`src/rtl/change_dispenser.sv`:
```
// Paced coin payout: turns a money amount into coin10/coin1 ejector pulses, tens first.
// Define COIN5_EN to add a coin5 output; at most one five is then paid between tens and ones.
module change_dispenser #(
  parameter int unsigned WIDTH       = 8,
  parameter int unsigned PULSE_TICKS = 2,
  parameter int unsigned GAP_TICKS   = 2
) (
  input  logic             clk,
  input  logic             rst,
  input  logic             tick_i,
  input  logic             start_i,
  input  logic             abort_i,
  input  logic [WIDTH-1:0] amount_i,
`ifdef COIN5_EN
  output logic             coin5_o,
`endif
  output logic             coin10_o,
  output logic             coin1_o,
  output logic             busy_o,
  output logic             done_o,
  output logic [WIDTH-1:0] remaining_o
);

  localparam int unsigned MaxTicks = (PULSE_TICKS > GAP_TICKS) ? PULSE_TICKS : GAP_TICKS;
  localparam int unsigned CntW     = (MaxTicks < 2) ? 1 : $clog2(MaxTicks + 1);

  localparam logic [WIDTH-1:0] Ten  = WIDTH'(10);
  localparam logic [WIDTH-1:0] One  = WIDTH'(1);
  localparam logic [CntW-1:0]  PulseLast = CntW'(PULSE_TICKS - 1);
  localparam logic [CntW-1:0]  GapLast   = CntW'(GAP_TICKS - 1);

  typedef enum logic [2:0] {StIdle, StSelect, StPulse, StGap, StDone} state_e;

  state_e           state_q, state_d;
  logic [WIDTH-1:0] remaining_q, remaining_d;
  logic [CntW-1:0]  cnt_q, cnt_d;
  logic             coin10_q, coin10_d;
  logic             coin1_q, coin1_d;
  logic             busy_q, busy_d;
  logic             done_q, done_d;
`ifdef COIN5_EN
  localparam logic [WIDTH-1:0] Five = WIDTH'(5);
  logic             coin5_q, coin5_d;
`endif

  always_comb begin
    state_d     = state_q;
    remaining_d = remaining_q;
    cnt_d       = cnt_q;
    coin10_d    = coin10_q;
    coin1_d     = coin1_q;
    busy_d      = busy_q;
    done_d      = 1'b0;
`ifdef COIN5_EN
    coin5_d     = coin5_q;
`endif
    // Abort outranks every other event once a payout is underway, including ticks.
    if (abort_i && (state_q != StIdle)) begin
      state_d  = StIdle;
      cnt_d    = '0;
      coin10_d = 1'b0;
      coin1_d  = 1'b0;
      busy_d   = 1'b0;
`ifdef COIN5_EN
      coin5_d  = 1'b0;
`endif
    end else begin
      unique case (state_q)
        StIdle: begin
          if (start_i && !abort_i) begin
            remaining_d = amount_i;
            busy_d      = 1'b1;
            state_d     = StSelect;
          end
        end
        StSelect: begin
          if (remaining_q >= Ten) begin
            remaining_d = remaining_q - Ten;
            coin10_d    = 1'b1;
            state_d     = StPulse;
`ifdef COIN5_EN
          end else if (remaining_q >= Five) begin
            remaining_d = remaining_q - Five;
            coin5_d     = 1'b1;
            state_d     = StPulse;
`endif
          end else if (remaining_q >= One) begin
            remaining_d = remaining_q - One;
            coin1_d     = 1'b1;
            state_d     = StPulse;
          end else begin
            state_d = StDone;
          end
        end
        StPulse: begin
          if (tick_i) begin
            if (cnt_q == PulseLast) begin
              cnt_d    = '0;
              coin10_d = 1'b0;
              coin1_d  = 1'b0;
`ifdef COIN5_EN
              coin5_d  = 1'b0;
`endif
              state_d  = StGap;
            end else begin
              cnt_d = cnt_q + CntW'(1);
            end
          end
        end
        StGap: begin
          if (tick_i) begin
            if (cnt_q == GapLast) begin
              cnt_d   = '0;
              state_d = StSelect;
            end else begin
              cnt_d = cnt_q + CntW'(1);
            end
          end
        end
        StDone: begin
          done_d  = 1'b1;
          busy_d  = 1'b0;
          state_d = StIdle;
        end
        default: state_d = StIdle;
      endcase
    end
  end

  always_ff @(posedge clk or posedge rst) begin
    if (rst) begin
      state_q     <= StIdle;
      remaining_q <= '0;
      cnt_q       <= '0;
      coin10_q    <= 1'b0;
      coin1_q     <= 1'b0;
      busy_q      <= 1'b0;
      done_q      <= 1'b0;
`ifdef COIN5_EN
      coin5_q     <= 1'b0;
`endif
    end else begin
      state_q     <= state_d;
      remaining_q <= remaining_d;
      cnt_q       <= cnt_d;
      coin10_q    <= coin10_d;
      coin1_q     <= coin1_d;
      busy_q      <= busy_d;
      done_q      <= done_d;
`ifdef COIN5_EN
      coin5_q     <= coin5_d;
`endif
    end
  end

  assign coin10_o    = coin10_q;
  assign coin1_o     = coin1_q;
  assign busy_o      = busy_q;
  assign done_o      = done_q;
  assign remaining_o = remaining_q;
`ifdef COIN5_EN
  assign coin5_o     = coin5_q;
`endif

endmodule

```
`config.mk`:
```
export PLATFORM = sky130hd
export DESIGN_NAME = change_dispenser
export DESIGN_NICKNAME = d
export VERILOG_FILES = /design/src/rtl/change_dispenser.sv
export SDC_FILE = /design/constraint.sdc
export NUM_CORES = 1
export LEC_CHECK = 0
export CORE_MARGIN = 3
export CORE_UTILIZATION = 30
export DETAILED_ROUTE_END_ITERATION = 6
export HOLD_SLACK_MARGIN = 0.02
export RECOVER_POWER = 50
export SLEW_MARGIN = 20
export SYNTH_ARGS = -nofsm -noshare
export SYNTH_HDL_FRONTEND = slang
export SYNTH_SLANG_ARGS = --single-unit
export TNS_END_PERCENT = 100
```
`constraint.sdc`:
```
create_clock -name clk -period 6.23 [get_ports clk]
set_input_delay 1.246 -clock clk [delete_from_list [all_inputs] [get_ports clk]]
set_output_delay 1.246 -clock clk [all_outputs]
set_load 0.02 [all_outputs]
```
Word level (Yosys, flattened, before mapping). Index checks and enable logic that the tools add are counted.

Reductions and logical operators: 17. Add/subtract/negate cells: 3. Equal/unequal tests: 15. $lt $le $gt $ge: 2. Bitwise gates (word level): 1. Mux-type cells: 31.

Operators by type and width (count): $ne A3 B3 Y1 const B (9); $mux W3 (8); $mux W8 (3); $pmux W8 S2 (1); $pmux W3 S4 (1); $mux W1 (11); $reduce_and A5 Y1 (2); $reduce_bool A3 Y1 (3); $ge A8 B1 Y1 const B (1); $ge A8 B4 Y1 const B (1); $mux W2 (4); $reduce_and A4 Y1 (2); $sub A8 B1 Y8 const B (1); $sub A8 B4 Y8 const B (1); $eq A3 B2 Y1 const B (2); $pmux W1 S2 (3); $reduce_bool A2 Y1 (3); $reduce_and A2 Y1 (2); $eq A3 B1 Y1 const B (1); $eq A3 B3 Y1 const B (1); $logic_not A3 Y1 (1); $add A2 B1 Y2 const B (1); $eq A2 B1 Y1 const B (1); $logic_and A1 B1 Y1 (2); other kinds (4) (4).

Register bits after elaboration: 17. Input bits: 13. Output and inout bits: 12. Word-level logic and storage cells: 76.

Longest topological paths before layout. Gate-level depths: netlist of run 1.

Depth in word-level cells: 5. Mapped depth: 7. Gate-level depth less buffers: 7.

Least setup slack after synthesis of run 1. OpenSTA, ideal clock, no wires.

Path type: input to register. From: input port abort_i. To: register remaining_q[7], in the netlist remaining_o[7]. Stages: 6. Buffers on the path: 1. Setup slack: 3.755 ns. Data arrival time: 2.348 ns. Library setup time: 0.126 ns. Required time: 6.104 ns. Cell sequence: clkbuf_1 nor3_1 o21a_1 o21ai_4 o21bai_1 o2bb2ai_1.

Word-level cells in the longest chain between the ends: 4. Elaborated cells between the ends (all ways): 6. Those cells by class: eq/ne: 1; bitwise: 1; reduce/logical: 4.

RTL lines: start, declared (RTL line 12) `input logic abort_i,`; $logic_not A1 Y1 (RTL line 70) `if (start_i && !abort_i) begin`; $logic_and A1 B1 Y1 (RTL line 70); $ne A2 B2 Y1 (no source line); $reduce_and A4 Y1 (no source line) (*); end signal, assigned (RTL line 144) `remaining_q <= remaining_d;`; end, declared (RTL line 35) `logic [WIDTH-1:0] remaining_q, remaining_d;`.

Every way passes the cells marked *; elsewhere a longest branch is shown, timed or not. A chain may end at the register's enable or synchronous reset.

Worst setup path in the final report of run 1.
From: input port abort_i. To: register remaining_q[6], in the netlist remaining_o[6].

The elaborated chain is that of the path after synthesis.

==> out/qor.csv, run 1 <==
metric,value,unit
status,completed,
largest cells by area after synthesis,"dfrtp_1, ha_1, a21oi_1, nand2_1, o21ai_0",
total global routing overflow,0,
main flop type after synthesis,dfrtp_1,
die span in x,67.6,um
unrepaired setup endpoints after global routing,no,
TritonCTS clock tree,built,
Non-Filler Instances,200,
yosys warns,0,
Synth Net Count,150,
Hold Crit Start,coin10_o,
R2R Path End,remaining_o[1],
clk slew on worst S/H paths,80,ps
Max VDD drop,0.000203,V
nets,173,
post-synthesis compound-gate area fraction,0.281,
"Seq/Total Area, Yosys",0.374,
Final Routed Wirelength,2840,um
post-synth top area cell,dfrtp_1,
Pwr per Cell Area,349,nW/um2
"EDFF count, synth",0,
most frequent cell after synthesis,dfrtp_1,
slew margin rel.,0.538,
Setup-failing EPs final,0,
share of layout cells above drive strength 1,0.0584,
clk buf depth,2,
post-synthesis mux area share,0.0363,
share of synthesized registers carrying an async set or reset,1.00,
Setup Skew,4.44,ps
startpoint type of the worst setup path,input port,
FF-to-FF Start,remaining_o[1],
fin worst setup slack,3330,ps
total die area,4570,um2
clk root buf,clkbuf_8,
Tightest Pin Transition,692,ps
Worst Reg-to-Reg Cells,7,
io pins,25,
Final period util,0.466,
hold path depth,1,
Synth Instances,132,
Clock Sinks,17,
IO Port Bufs,24,
adder-cell area share of the yosys netlist,0.0549,
postcts setup bufs,0,
Via-to-Cell Ratio,5.35,
dpl hpwl,2130,um
antenna-violating nets left,0,
DRT Pass-1 Iters,4,
"flops & latches, synth",17,
GPL Wtd Cong,0.816,
Slew Limit Fails,0,
commonest cells in the netlist,"dfrtp_1, nand2_1, a21oi_1",
post-route setup TNS,0,ps
worst-path fanout max,9,
first-pass GRT wire length,4820,um
synthesized-area fraction occupied by xor and xnor cells,0.00769,
Post-Route Utilization,0.419,
fin crit period,2900,ps
synth-to-layout area growth,28.5,%
Core Box Area,3490,um2
"Hold Vio Cnt, Final",0,
H-tree lvl count,1,
cts repair resizes,0,
clock buffer count from CTS,3,
Worst Hold Path EP,coin10_o,
ANT cells,0,
Netlist cell types,43,
cts hold-fix bufs,0,
Die H,67.6,um
"setup slack, reg-to-reg",3890,ps
post-placement setup slack,3140,ps
post-synthesis simple-gate area fraction,0.192,
Yosys top cell area share,0.374,
CP endpoint kind,flop,
CP Class,in2reg,
cell area after synthesis,1140,um2
Worst EP required,6430,ps
initial antenna violation count,0,
DR DRC count,0,
Clock Latency Late Sink,260,ps
Placed Cells,196,
fmax,344,MHz
worst hold path class,reg2reg,
GR Util All Layers,0.139,
largest net degree at the start of global routing,18,
Fill cells,360,
max-cap violations,0,
Crit. Startpoint,abort_i,
initial drt markers,87,
Synth Area per Inst,8.63,um2
Site Rows,21,
Leak,0.577,nW
via count,1070,
WP data arrival,3110,ps
DR WL/cell,14.2,um
Fin Hold WS,492,ps
vias in the first global route,1055,
main combinational cell family by area after synthesis,compound AO/OA/AOI/OAI gates,
Initial Utilization,0.326,
==> stage by stage <==
step	area [um2]	total power [W]
finish	1460	0.000510
global route	1460	0.000546
CTS	1460	0.000512
detailed placement	1420	0.000423
global placement	1420	0.000418
floorplan	1140	0.000330
==> critical path: stages <==
cell and delay (ps):
dlygate4sd3_1 650, nor3_1 330, o21ai_0 340, nor4_1 370
a311o_1 160
==> layer usage <==
metal | routed length [um] | GRT usage | vias up | part of all wire
li1 | - | - | 535 | -
met1 | 1280 | 0.170 | 508 | 0.45
met2 | 1410 | 0.236 | 23 | 0.50
met3 | 108 | 0.0366 | 4 | 0.038
met4 | 40 | 0.0456 | 0 | 0.014
met5 | 0 | 0 | - | 0
==> power by group <==
group	total [W]	internal [W]	switching, W
clock network	0.0000883	0.0000445	0.0000437
logic	0.000239	0.000112	0.000127
registers	0.000183	0.000139	0.0000441
total	0.000510	0.000295	0.000215
==> registers in the layout, summed over array words and instances (netlist names) <==
register	count
busy_o	1
cnt_q	2
coin10_o	1
coin1_o	1
done_o	1
remaining_o	8
state_q	3
==> how the worst max path moves through the flow <==
stage	endpoint	slack, ps	cells past startpoint
final	remaining_o[6]	3330	5
after global routing	remaining_o[6]	3150	6
after CTS	remaining_o[6]	3420	5
after detailed placement	remaining_o[6]	3140	5
after global placement	remaining_o[6]	3200	6
after floorplan	remaining_o[7]	3760	6
==> area by class of cell <==
cell class / count / area [um2] / area share
Clock buffer: 3 / 41.3 / 0.0282
Clock inverter: 1 / 5.00 / 0.00342
Inverter: 9 / 33.8 / 0.0231
Multi-Input combinational cell: 99 / 652 / 0.446
Sequential cell: 17 / 425 / 0.291
Tap cell: 46 / 57.6 / 0.0393
Timing Repair Buffer: 25 / 248 / 0.169
==> placed cells by master (no fill, tap or decap), types with 2 or more instances in the layout <==
master / synthesis / final
a2bb2oi_1: 2 / 2
dfrtp_1: 17 / 17
o22ai_1: 3 / 3
o21a_1: 2 / 2
mux2i_1: 3 / 3
or3_1: 4 / 4
a21oi_1: 11 / 11
inv_1: 9 / 9
o21ai_0: 9 / 9
a32oi_1: 2 / 2
nand3_1: 4 / 4
clkbuf_8: 0 / 3
nor3_1: 4 / 4
clkdlybuf4s50_1: 0 / 22
dlygate4sd3_1: 0 / 2
nor2_1: 9 / 9
a311o_1: 2 / 2
ha_1: 5 / 5
nand2_1: 14 / 14
nor4_1: 2 / 2
==> kinds of logic after synthesis <==
kind of cell | after synthesis
AO/OA/AOI/OAI | 45
AND/OR/NAND/NOR | 44
flip-flops | 17
buffers and inverters | 16
adder cells (fa/ha/maj) | 5
multiplexers | 4
XOR/XNOR | 1
Note: power is estimated with default switching activity, not from simulation.
==> run 2: changes to the inputs <==
==> constraint.sdc (replaced) <==
create_clock -name clk -period 3 [get_ports clk]
set_input_delay 0.6 -clock clk [delete_from_list [all_inputs] [get_ports clk]]
set_output_delay 0.6 -clock clk [all_outputs]
set_load 0.02 [all_outputs]
==> out/qor.csv, run 2 (synthesized netlist as in run 1, its figures left out) <==
metric,value,unit
"Slowest-stage cell, CP",a21oi_1,
Die H,67.6,um
Post-Route Utilization,0.419,
slew margin rel.,0.544,
Leak,0.581,nW
initial antenna violation count,0,
Slew Limit Fails,0,
R2R Path End,remaining_o[1],
post-route setup TNS,0,ps
GPL Wtd Cong,0.814,
"setup slack, reg-to-reg",670,ps
Setup Skew,4.25,ps
Final Routed Wirelength,2820,um
Clock Latency Late Sink,260,ps
worst hold path class,reg2reg,
share of layout cells above drive strength 1,0.0584,
fmax,428,MHz
io pins,25,
FF-to-FF Start,remaining_o[0],
Initial Utilization,0.326,
IO Port Bufs,24,
DRT Pass-1 Iters,4,
Crit. Startpoint,remaining_o[0],
switching pwr,0.000436,W
Hold Crit Start,coin10_o,
startpoint type of the worst setup path,flop,
via count,1072,
TritonCTS clock tree,built,
vias in the first global route,1079,
placed cell areas,1420,um2
Tightest Pin Transition,683,ps
postcts setup bufs,0,
most frequent cells in the layout,"clkdlybuf4s50_1, dfrtp_1, nand2_1",
"most common cell after layout, fill and taps aside",clkdlybuf4s50_1,
Fin Hold WS,489,ps
Final Instance Area,1460,um2
CP endpoint kind,flop,
max-cap violations,0,
Clock Sinks,17,
Site Rows,21,
Clk pwr share,0.166,
first-pass GRT wire length,4640,um
Seq pwr share,0.361,
status,completed,
cts repair resizes,0,
clock buffer count from CTS,3,
total global routing overflow,0,
clk buf depth,2,
combinational power share,0.473,
clk slew on worst S/H paths,70,ps
Worst Hold Path EP,coin10_o,
dpl hpwl,2120,um
cell-internal power,0.000613,W
Max VDD drop,0.000247,V
crit-path max cell delay,470,ps
Pwr per Cell Area,717,nW/um2
Via-to-Cell Ratio,5.36,
Worst EP required,3160,ps
sequence of cells on the critical path,inv_1 -> ha_1 -> or3_1 -> a21oi_1 -> mux2i_1 -> a21oi_1 -> a221oi_1,
H-tree lvl count,1,
fin crit period,2330,ps
initial drt markers,81,
total die area,4570,um2
Setup-failing EPs final,0,
Core Box Area,3490,um2
WP data arrival,2490,ps
nets,173,
CP Class,reg2reg,
hold path depth,1,
switch share,0.416,
unrepaired setup endpoints after global routing,no,
synth-to-layout area growth,28.5,%
largest net degree at the start of global routing,18,
clk root buf,clkbuf_8,
worst-path fanout max,6,
antenna-violating nets left,0,
GR Util All Layers,0.136,
"Hold Vio Cnt, Final",0,
Largest register FFs,8,
ANT cells,0,
Critical Path Most Common Cell,a21oi_1,
DR WL/cell,14.1,um
die span in x,67.6,um
Worst Reg-to-Reg Cells,7,
DR DRC count,0,
Final period util,0.778,
cts hold-fix bufs,0,
## run 2: changes by cell type in the layout (fill, tap and decap cells not counted), sizes merged
cell | previous run | this run
dlygate4sd3 | 2 | 3
clkdlybuf4s50 | 22 | 21
## run 2: power groups by stage
stage	combinational (W)	sequential, W	clock, W
after floorplan	0.000273	0.000412	0
after global placement	0.000488	0.000379	0
after detailed placement	0.000496	0.000381	0
after CTS	0.000499	0.000377	0.000177
after global routing	0.000544	0.000393	0.000189
final	0.000495	0.000378	0.000174
## run 2: worst max-delay path by stage
stage	end	cells past startpoint	slack, ps
after CTS	remaining_o[1]	7	650
after floorplan	remaining_o[1]	7	790
after detailed placement	remaining_o[6]	5	550
final	remaining_o[1]	7	670
after global placement	remaining_o[6]	6	630
after global routing	remaining_o[1]	7	490
## run 2: metrics by stage
stage | worst slack (ps) | cells | total power (W)
detailed placement | 549 | 196 | 0.000877
global placement | 626 | 196 | 0.000867
finish | 665 | 200 | 0.00105
floorplan | 791 | 132 | 0.000684
global route | 493 | 200 | 0.00113
CTS | 647 | 200 | 0.00105
## run 2: cell type report
| type | instances | area, um2 |
|---|---|---|
| Clock buffer | 3 | 41.3 |
| Clock inverter | 1 | 5.00 |
| Timing Repair Buffer | 25 | 248 |
| Inverter | 9 | 33.8 |
| Tap cell | 46 | 57.6 |
| Fill cell | 359 | 2030 |
| Multi-Input combinational cell | 99 | 652 |
| Sequential cell | 17 | 425 |
## run 2: critical path, delay by kind of cell (launching register included)
family          cells  cell delay [ps]
flops               1              460
fa+ha+maj           1              240
compound gates      3              770
buf+inv             1              100
simple gates        1              420
mux                 1              240
## run 2: per-layer routing
layer,wire length (um),vias to the layer above,global-route usage
li1,-,533,-
met1,1320,509,0.165
met2,1350,25,0.230
met3,98,5,0.0200
met4,54,0,0.0709
met5,0,-,0
